### src/rtl/paddle_motion_controller.sv
// Per-player paddle sequencer: frame-rate accelerate/hold FSM, playfield clamp,
// and a registered per-scanline Y qualifier for the player draw checker.
module paddle_motion_controller #(
  parameter int V_CNT_WID    = 10,
  parameter int V_VISIBLE    = 480,
  parameter int PLAYER_HGT   = 64,
  parameter int START_Y      = 208,
  parameter int MAX_SPEED    = 8,
  parameter int ACCEL_FRAMES = 4
) (
  input  logic                 clk,
  input  logic                 rst,
  input  logic                 frameTick,
  input  logic                 restart,
  input  logic                 btnUp,
  input  logic                 btnDown,
  input  logic [V_CNT_WID-1:0] drawY,
  output logic [V_CNT_WID-1:0] paddleY,
  output logic                 isValidY,
  output logic                 moving
);

  localparam int W       = V_CNT_WID + 1;
  localparam int SPD_WID = $clog2(MAX_SPEED + 1);
  localparam int CNT_WID = (ACCEL_FRAMES > 1) ? $clog2(ACCEL_FRAMES) : 1;

  localparam logic [V_CNT_WID-1:0] START_POS  = V_CNT_WID'(START_Y);
  localparam logic [V_CNT_WID-1:0] BOTTOM_POS = V_CNT_WID'(V_VISIBLE - PLAYER_HGT);
  localparam logic [W-1:0]         BOTTOM_W   = W'(V_VISIBLE - PLAYER_HGT);
  localparam logic [W-1:0]         HGT_W      = W'(PLAYER_HGT);
  localparam logic [SPD_WID-1:0]   SPEED_MAX  = SPD_WID'(MAX_SPEED);
  localparam logic [SPD_WID-1:0]   SPEED_ONE  = SPD_WID'(1);
  localparam logic [CNT_WID-1:0]   CNT_LAST   = CNT_WID'(ACCEL_FRAMES - 1);
  localparam logic [CNT_WID-1:0]   CNT_ZERO   = CNT_WID'(0);
  localparam logic [CNT_WID-1:0]   CNT_ONE    = CNT_WID'(1);

  localparam logic [1:0] ST_IDLE    = 2'd0;
  localparam logic [1:0] ST_MOVE_UP = 2'd1;
  localparam logic [1:0] ST_MOVE_DN = 2'd2;

  localparam logic [1:0] DIR_NONE = 2'd0;
  localparam logic [1:0] DIR_UP   = 2'd1;
  localparam logic [1:0] DIR_DN   = 2'd2;

  function automatic logic [1:0] decode_dir(input logic up, input logic dn);
    logic [1:0] dir;
    case ({up, dn})
      2'b10:   dir = DIR_UP;
      2'b01:   dir = DIR_DN;
      default: dir = DIR_NONE;
    endcase
    return dir;
  endfunction

  logic                 up_meta_q, up_sync_q, dn_meta_q, dn_sync_q;
  logic [1:0]           state_q, state_d;
  logic [SPD_WID-1:0]   speed_q, speed_d;
  logic [CNT_WID-1:0]   cnt_q, cnt_d;
  logic [V_CNT_WID-1:0] paddle_q, paddle_d;
  logic                 is_valid_q, is_valid_d;
  logic                 moving_q, moving_d;

  logic [1:0]           dir_s;
  logic [W-1:0]         paddle_w_s, speed_w_s, diff_w_s, sum_w_s, bot_w_s, draw_w_s;
  logic [V_CNT_WID-1:0] up_y_s, dn_y_s;
  logic [SPD_WID-1:0]   speed_acc_s;
  logic [CNT_WID-1:0]   cnt_acc_s;

  // Two-flop button synchronizers
  always_ff @(posedge clk) begin
    if (rst) begin
      up_meta_q <= 1'b0;
      up_sync_q <= 1'b0;
      dn_meta_q <= 1'b0;
      dn_sync_q <= 1'b0;
    end else begin
      up_meta_q <= btnUp;
      up_sync_q <= up_meta_q;
      dn_meta_q <= btnDown;
      dn_sync_q <= dn_meta_q;
    end
  end

  // Saturating move arithmetic at one extra bit; the borrow bit flags underflow
  always_comb begin
    dir_s      = decode_dir(up_sync_q, dn_sync_q);
    paddle_w_s = {1'b0, paddle_q};
    speed_w_s  = W'(speed_q);
    diff_w_s   = paddle_w_s - speed_w_s;
    sum_w_s    = paddle_w_s + speed_w_s;
    if (diff_w_s[W-1]) begin
      up_y_s = {V_CNT_WID{1'b0}};
    end else begin
      up_y_s = diff_w_s[V_CNT_WID-1:0];
    end
    if (sum_w_s > BOTTOM_W) begin
      dn_y_s = BOTTOM_POS;
    end else begin
      dn_y_s = sum_w_s[V_CNT_WID-1:0];
    end
    if (cnt_q == CNT_LAST) begin
      cnt_acc_s   = CNT_ZERO;
      speed_acc_s = (speed_q >= SPEED_MAX) ? SPEED_MAX : (speed_q + SPEED_ONE);
    end else begin
      cnt_acc_s   = cnt_q + CNT_ONE;
      speed_acc_s = speed_q;
    end
  end

  // Frame-rate state machine; restart overrides a coincident frameTick
  always_comb begin
    state_d  = state_q;
    speed_d  = speed_q;
    cnt_d    = cnt_q;
    paddle_d = paddle_q;
    if (restart) begin
      state_d  = ST_IDLE;
      speed_d  = SPEED_ONE;
      cnt_d    = CNT_ZERO;
      paddle_d = START_POS;
    end else if (frameTick) begin
      case (state_q)
        ST_IDLE: begin
          speed_d = SPEED_ONE;
          cnt_d   = CNT_ZERO;
          case (dir_s)
            DIR_UP:  state_d = ST_MOVE_UP;
            DIR_DN:  state_d = ST_MOVE_DN;
            default: state_d = ST_IDLE;
          endcase
        end
        ST_MOVE_UP, ST_MOVE_DN: begin
          if (dir_s == DIR_NONE) begin
            state_d = ST_IDLE;
            speed_d = SPEED_ONE;
            cnt_d   = CNT_ZERO;
          end else if ((dir_s == DIR_UP) == (state_q == ST_MOVE_UP)) begin
            paddle_d = (state_q == ST_MOVE_UP) ? up_y_s : dn_y_s;
            speed_d  = speed_acc_s;
            cnt_d    = cnt_acc_s;
          end else begin
            state_d = (dir_s == DIR_UP) ? ST_MOVE_UP : ST_MOVE_DN;
            speed_d = SPEED_ONE;
            cnt_d   = CNT_ZERO;
          end
        end
        default: begin
          state_d = ST_IDLE;
          speed_d = SPEED_ONE;
          cnt_d   = CNT_ZERO;
        end
      endcase
    end else begin
      state_d  = state_q;
      paddle_d = paddle_q;
    end
    moving_d = (state_d != ST_IDLE);
  end

  // Scanline qualifier against the paddle currently on screen
  always_comb begin
    draw_w_s   = {1'b0, drawY};
    bot_w_s    = paddle_w_s + HGT_W;
    is_valid_d = (draw_w_s >= paddle_w_s) && (draw_w_s < bot_w_s);
  end

  // State and output registers
  always_ff @(posedge clk) begin
    if (rst) begin
      state_q    <= ST_IDLE;
      speed_q    <= SPEED_ONE;
      cnt_q      <= CNT_ZERO;
      paddle_q   <= START_POS;
      is_valid_q <= 1'b0;
      moving_q   <= 1'b0;
    end else begin
      state_q    <= state_d;
      speed_q    <= speed_d;
      cnt_q      <= cnt_d;
      paddle_q   <= paddle_d;
      is_valid_q <= is_valid_d;
      moving_q   <= moving_d;
    end
  end

  assign paddleY  = paddle_q;
  assign isValidY = is_valid_q;
  assign moving   = moving_q;

endmodule

### config.mk
export PLATFORM = sky130hd
export DESIGN_NAME = paddle_motion_controller
export DESIGN_NICKNAME = d
export VERILOG_FILES = /design/src/rtl/paddle_motion_controller.sv
export SDC_FILE = /design/constraint.sdc
export NUM_CORES = 1
export LEC_CHECK = 0
export CAP_MARGIN = 10
export CORE_AREA = 2 2 79 81
export DETAILED_ROUTE_END_ITERATION = 6
export DIE_AREA = 0 0 81 83
export DONT_BUFFER_PORTS = 1
export HOLD_SLACK_MARGIN = 0.05
export PLACE_DENSITY_LB_ADDON = 0.12
export SLEW_MARGIN = 40
export SYNTH_ARGS = -nofsm -noshare
export SYNTH_HDL_FRONTEND = slang
export SYNTH_SLANG_ARGS = --single-unit
### constraint.sdc
create_clock -name clk -period 2.9 [get_ports clk]
set_clock_uncertainty 0.05 [all_clocks]
set_input_delay 0.29 -clock clk [delete_from_list [all_inputs] [get_ports clk]]
set_output_delay 0.29 -clock clk [all_outputs]
set_load 0.01 [all_outputs]
Word-level counts from Yosys, hierarchy flattened
Index checks and enable logic that the tools add are counted.
{"block": "classes", "div": 0, "reduce_logical": 8, "mux": 20, "n_shift": 0, "addsub": 5, "multipliers": 0, "magnitude_cmp": 4, "n_bitwise": 1, "eq_ne": 9}
{"operator": "$mux W10", "n": 3}
{"operator": "$mux W4", "n": 5}
{"operator": "$mux W2", "n": 9}
{"operator": "$pmux W2 S2", "n": 3}
{"operator": "$add A10 B4 Y11", "n": 1}
{"operator": "$add A10 B7 Y11 const B", "n": 1}
{"operator": "$gt A11 B9 Y1 const B", "n": 1}
{"operator": "$lt A10 B11 Y1", "n": 1}
{"operator": "$sub A10 B4 Y11", "n": 1}
{"operator": "$ge A10 B10 Y1", "n": 1}
{"operator": "$eq A2 B2 Y1 const B", "n": 4}
{"operator": "$eq A2 B1 Y1 const B", "n": 3}
{"operator": "$add A4 B1 Y4 const B", "n": 1}
{"operator": "$ge A4 B4 Y1 const B", "n": 1}
{"operator": "$logic_not A2 Y1", "n": 2}
{"operator": "$ne A4 B4 Y1 const B", "n": 1}
{"operator": "$reduce_and A4 Y1", "n": 1}
{"operator": "$reduce_or A2 Y1", "n": 2}
{"operator": "$add A2 B1 Y2 const B", "n": 1}
{"operator": "$reduce_and A2 Y1", "n": 1}
{"operator": "$reduce_bool A2 Y1", "n": 1}
{"operator": "$eq A1 B1 Y1", "n": 1}
{"operator": "$logic_and A1 B1 Y1", "n": 1}
{"operator": "$not A1 Y1", "n": 1}
{"block": "word_totals", "ff_bits": 24, "out_inout_bits": 12, "latch_bits": 0, "n_memories": 0, "mem_bits_ro": 0, "wordCells": 57, "input_bits": 16, "mem_bits_rw": 0}

Longest topological paths before layout
{"block": "depth", "depth_word": 10, "depth_mapped": 11, "depth_no_buf": 11}

Least setup slack after synthesis
OpenSTA, ideal clock, no wires.
{"block": "synth_timing", "kind": "register -> register", "from": "register paddle_q[0], in the netlist paddleY[0]", "to": "register paddle_q[3], in the netlist paddleY[3]", "synth_period_minus_slack_ps": 2533, "path_slack_ps": 367, "required_ps": 2771, "arrival_ps": 2404, "stages_incl_launch_ff": 10, "n_path_buf": 0, "path_cell_list": "dfxtp_1 ha_1 fa_1 and2b_1 o21ai_2 o221ai_2 a221oi_4 and2b_1 a2111oi_2 a211oi_2"}
{"block": "synth_via", "elab_chain_len": 4, "word_cells_on_any_way": 6}
{"element": "start, declared", "line": "59", "source": "logic [V_CNT_WID-1:0] paddle_q, paddle_d;"}
{"element": "start signal, assigned", "line": "180", "source": "paddle_q <= paddle_d;"}
{"element": "$add A10 B4 Y11", "line": "90", "source": "sum_w_s = paddle_w_s + speed_w_s;"}
{"element": "$gt A11 B9 Y1", "line": "96", "source": "if (sum_w_s > BOTTOM_W) begin"}
{"element": "$mux W10", "line": "96"}
{"element": "$mux W10 (*)", "line": "138", "source": "paddle_d = (state_q == ST_MOVE_UP) ? up_y_s : dn_y_s;"}
Mark *: on every way between the ends. The rest lies on a longest branch, timed or not.
A chain may end at the register's enable or synchronous reset.

Final worst setup path
{"block": "layout_timing", "from": "register speed_q[0]", "to": "register paddle_q[2], in the netlist paddleY[2]"}
{"block": "layout_via", "elab_chain_len": 4, "word_cells_on_any_way": 6}
{"element": "start, declared", "line": "57", "source": "logic [SPD_WID-1:0] speed_q, speed_d;"}
{"element": "start signal, assigned", "line": "178", "source": "speed_q <= speed_d;"}
{"element": "$add A10 B4 Y11", "line": "90"}
{"element": "$gt A11 B9 Y1", "line": "96"}
{"element": "$mux W10", "line": "96"}
{"element": "$mux W10 (*)", "line": "138"}
Marked as above.

==> impl_metrics.sql <==
INSERT INTO impl_metrics (metric_group, metric, value, unit) VALUES
('clock_network', 'clock-root-buffer', 'sky130_fd_sc_hd__clkbuf_8', ''),
('detailed_routing', 'route.detailed.wl_per_inst', '16.1', 'um'),
('floorplan', 'io_pins', '28', ''),
('clock_network', 'total_clock_sinks', '24', ''),
('clock_network', 'cts_buffers', '3', ''),
('setup_path', 'path_max_fanout', '8', ''),
('detailed_routing', 'drt-vias-per-instance', '5.62', ''),
('setup_path', 'arrival', '2880', 'ps'),
('detailed_routing', 'dr_total_vias', '2089', ''),
('global_routing', 'grt_pass1_wl', '9.95', 'mm'),
('clock_network', 'clock_path_buffers', '2', ''),
('finish', 'diodes', '0', ''),
('timing', 'headroom_to_the_max_slew_limit', '0.611', ''),
('hold_path', 'min-delay-path-class', 'in2reg', ''),
('finish', 'drive_gt1_frac', '0.135', ''),
('timing', 'timing.final.ws_setup', '196', 'ps'),
('finish', 'layout.nets', '349', ''),
('floorplan', 'die_h', '83', 'um'),
('finish', 'fillerInstances', '608', ''),
('logic_synthesis', 'yosysTopAreaCellShare', '0.212', ''),
('timing', 'unrepaired_setup_endpoints_after_global_routing', 'false', ''),
('logic_synthesis', 'syn_avg_cell_area', '8.08', 'sq um'),
('global_routing', 'number_of_global_route_vias_before_repair', '2070', ''),
('global_routing', 'grtUsageTotal', '0.186', ''),
('clock_network', 'cts.htree.levels', '1', ''),
('detailed_routing', 'drc_errors', '0', ''),
('logic_synthesis', 'synthesis.nets', '331', ''),
('timing', 'setup_tns', '0', 'ps'),
('floorplan', 'design.core.area', '5820', 'sq um'),
('floorplan', 'fp-row-count', '28', ''),
('logic_synthesis', 'syn_area', '2260', 'sq um'),
('placed_design', 'dp_hpwl', '4.70', 'mm'),
('logic_synthesis', 'syn-instance-count', '280', ''),
('placed_design', 'gp_congestion', '0.899', ''),
('power_and_ir_drop', 'power_per_cell_area', '251', 'nW/um^2'),
('logic_synthesis', 'synth-seq-cells', '24', ''),
('timing', 'hold-worst-slack', '89.6', 'ps'),
('setup_path', 'worstPathRequired', '3080', 'ps'),
('global_routing', 'grt_overflow_total', '0', ''),
('clock_network', 'clock_slew_at_the_register_clock_pins_of_the_worst_setup_and_hold_paths', '100', 'ps'),
('logic_synthesis', 'synth_sequential_area_ratio', '0.212', ''),
('timing', 'fin_crit', '2700', 'ps'),
('placed_design', 'pre_cts_slack', '140', 'ps'),
('logic_synthesis', 'synthMostInstantiatedCell', 'sky130_fd_sc_hd__ha_1', ''),
('power_and_ir_drop', 'power.static_leakage', '1.03', 'nW'),
('global_routing', 'grt_start_max_net_pins', '14', ''),
('detailed_routing', 'routed_wl', '5.99', 'mm'),
('logic_synthesis', 'number_of_enable_type_register_cells_in_the_synthesized_netlist', '0', ''),
('logic_synthesis', 'synth.area.top_cells', 'sky130_fd_sc_hd__dfxtp_1, sky130_fd_sc_hd__ha_1, sky130_fd_sc_hd__inv_1', ''),
('timing', 'max_freq', '370', 'MHz'),
('logic_synthesis', 'synthFlopType', 'sky130_fd_sc_hd__dfxtp_1', ''),
('job', 'cap_violations', '0', ''),
('logic_synthesis', 'synth_top_cells_by_count', 'sky130_fd_sc_hd__ha_1, sky130_fd_sc_hd__inv_1, sky130_fd_sc_hd__dfxtp_1, sky130_fd_sc_hd__a21oi_1', ''),
('clock_network', 'clkLatencyLatePin', '280', 'ps'),
('timing', 'final-hold-violation-count', '0', ''),
('global_routing', 'antenna_found_initial', '0', ''),
('finish', 'area_growth', '13.2', '%'),
('detailed_routing', 'antenna_left', '0', ''),
('power_and_ir_drop', 'irDropWorstVdd', '0.264', 'mV'),
('run_status', 'run_status', 'finished, final reports clean', ''),
('logic_synthesis', 'yosys_warnings', '0', ''),
('detailed_routing', 'drt_initial_violations', '172', ''),
('floorplan', 'floorplan.initialDensity', '0.389', ''),
('timing', 'finalSetupViolCount', '0', ''),
('detailed_routing', 'drt_pre_antenna_iters', '5', ''),
('timing', 'worstMarginPinSlew', '581', 'ps'),
('placed_design', 'count_of_input_and_output_buffers', '0', ''),
('timing', 'drv_slew', '0', ''),
('setup_path', 'setup.worst_path.class', 'reg2reg', ''),
('setup_path', 'worstSetupStartpointType', 'flop', ''),
('logic_synthesis', 'synthArstFlopShare', '0', ''),
('timing', 'layout_worst_path_cycle_share', '0.932', ''),
('setup_path', 'endpoint_kind', 'flop', ''),
('power_and_ir_drop', 'total_power', '643', 'uW'),
('logic_synthesis', 'yosysUniqueCellTypes', '57', ''),
('clock_network', 'cts_tree', 'done', ''),
('floorplan', 'die_area', '6720', 'sq um'),
('floorplan', 'die-width', '81', 'um'),
('logic_synthesis', 'synth.largest_area_cell', 'sky130_fd_sc_hd__dfxtp_1', '');
report_power, final:
| part | internal [mW] | switching (mW) | total, mW | leakage (nW) |
|---|---|---|---|---|
| Combinational | 0.0268 | 0.0340 | 0.0608 | 0.803 |
| Clock | 0.122 | 0.124 | 0.246 | 0.0288 |
| Sequential | 0.334 | 0.00254 | 0.336 | 0.195 |
through the flow:
step	cells	util	area (sq um)
floorplan	280	-	2260
global placement	364	0.421	2450
detailed placement	364	0.421	2450
CTS	369	0.432	2510
global route	372	0.440	2560
finish	372	0.440	2560
final timing paths:
check | startpoint | cells after the start | end | slack [ps]
min | btnUp | 1 | up_meta_q$_SDFF_PP0_ | 90
min reg2reg | dn_meta_q$_SDFF_PP0_ | 1 | dn_sync_q$_SDFF_PP0_ | 400
max reg2reg | speed_q[0]$_SDFFE_PP1P_ | 9 | paddleY[2]$_SDFFE_PP0P_ | 200
max | speed_q[0]$_SDFFE_PP1P_ | 9 | paddleY[2]$_SDFFE_PP0P_ | 200
kinds of logic after synthesis:
group / Yosys count / share of synthesized area
muxes: 2 / 0.00940
and+or+nand+nor: 79 / 0.175
DFF: 24 / 0.212
adders and majority gates: 35 / 0.200
AOI/OAI and AO/OA: 93 / 0.304
xor gates and xnor gates: 8 / 0.0310
buffers and inverters: 39 / 0.0680
worst max-delay path, cell delays in order, from the launching register on:
cell and delay, ps:
sky130_fd_sc_hd__dfxtp_1 370, sky130_fd_sc_hd__ha_1 240, sky130_fd_sc_hd__fa_2 380, sky130_fd_sc_hd__and2b_1 220, sky130_fd_sc_hd__o21ai_4 240, sky130_fd_sc_hd__o221ai_2 170
sky130_fd_sc_hd__a221oi_4 450, sky130_fd_sc_hd__a21boi_2 100, sky130_fd_sc_hd__a311oi_1 270, sky130_fd_sc_hd__a311o_1 160
area by class of cell:
cell class | count | area [sq um] | share of cell area
Tap cell | 75 | 93.8 | 0.0367
Multi-Input combinational cell | 217 | 1650 | 0.645
Inverter | 30 | 113 | 0.0440
Timing Repair Buffer | 22 | 168 | 0.0655
Sequential cell | 24 | 480 | 0.188
Clock buffer | 4 | 55.1 | 0.0215
placed cells by master, fill, tap and decap left out, drive strengths merged, types with 4 or more instances in the layout:
master and instances:
o21a 5, clkbuf 4, a31oi 5, nand2 17
dfxtp 24, buf 21, o211ai 4, xnor2 8
nor2b 8, nand3 9, nor2 17, nand4 4
nor3 5, a211oi 5, o21ai 19, ha 33
a21oi 21, inv 29
what timing repair did:
item / in CTS / in global routing
endpoints found under the hold margin: 5 / 0
resized for setup: 0 / 5
buffers inserted: 0 / 3
setup endpoints to repair: 0 / 5
hold buffers: 1 / 0
per-layer routing:
| layer | up-vias | wire, um | global-route usage |
|---|---|---|---|
| met5 | - | 0 | 0 |
| met4 | 0 | 162 | 0.0601 |
| met3 | 16 | 215 | 0.0370 |
| met2 | 45 | 2770 | 0.303 |
| met1 | 968 | 2850 | 0.244 |
| li1 | 1060 | - | - |
flip-flops by register name, summed over array words and instances (netlist names):
| name | cells |
|---|---|
| paddleY | 10 |
| speed_q | 4 |
| cnt_q | 2 |
| state_q | 2 |
| dn_meta_q | 1 |
| dn_sync_q | 1 |
| isValidY | 1 |
| moving | 1 |
| up_meta_q | 1 |
| up_sync_q | 1 |
No activity file was read; power rests on OpenSTA's default activity.
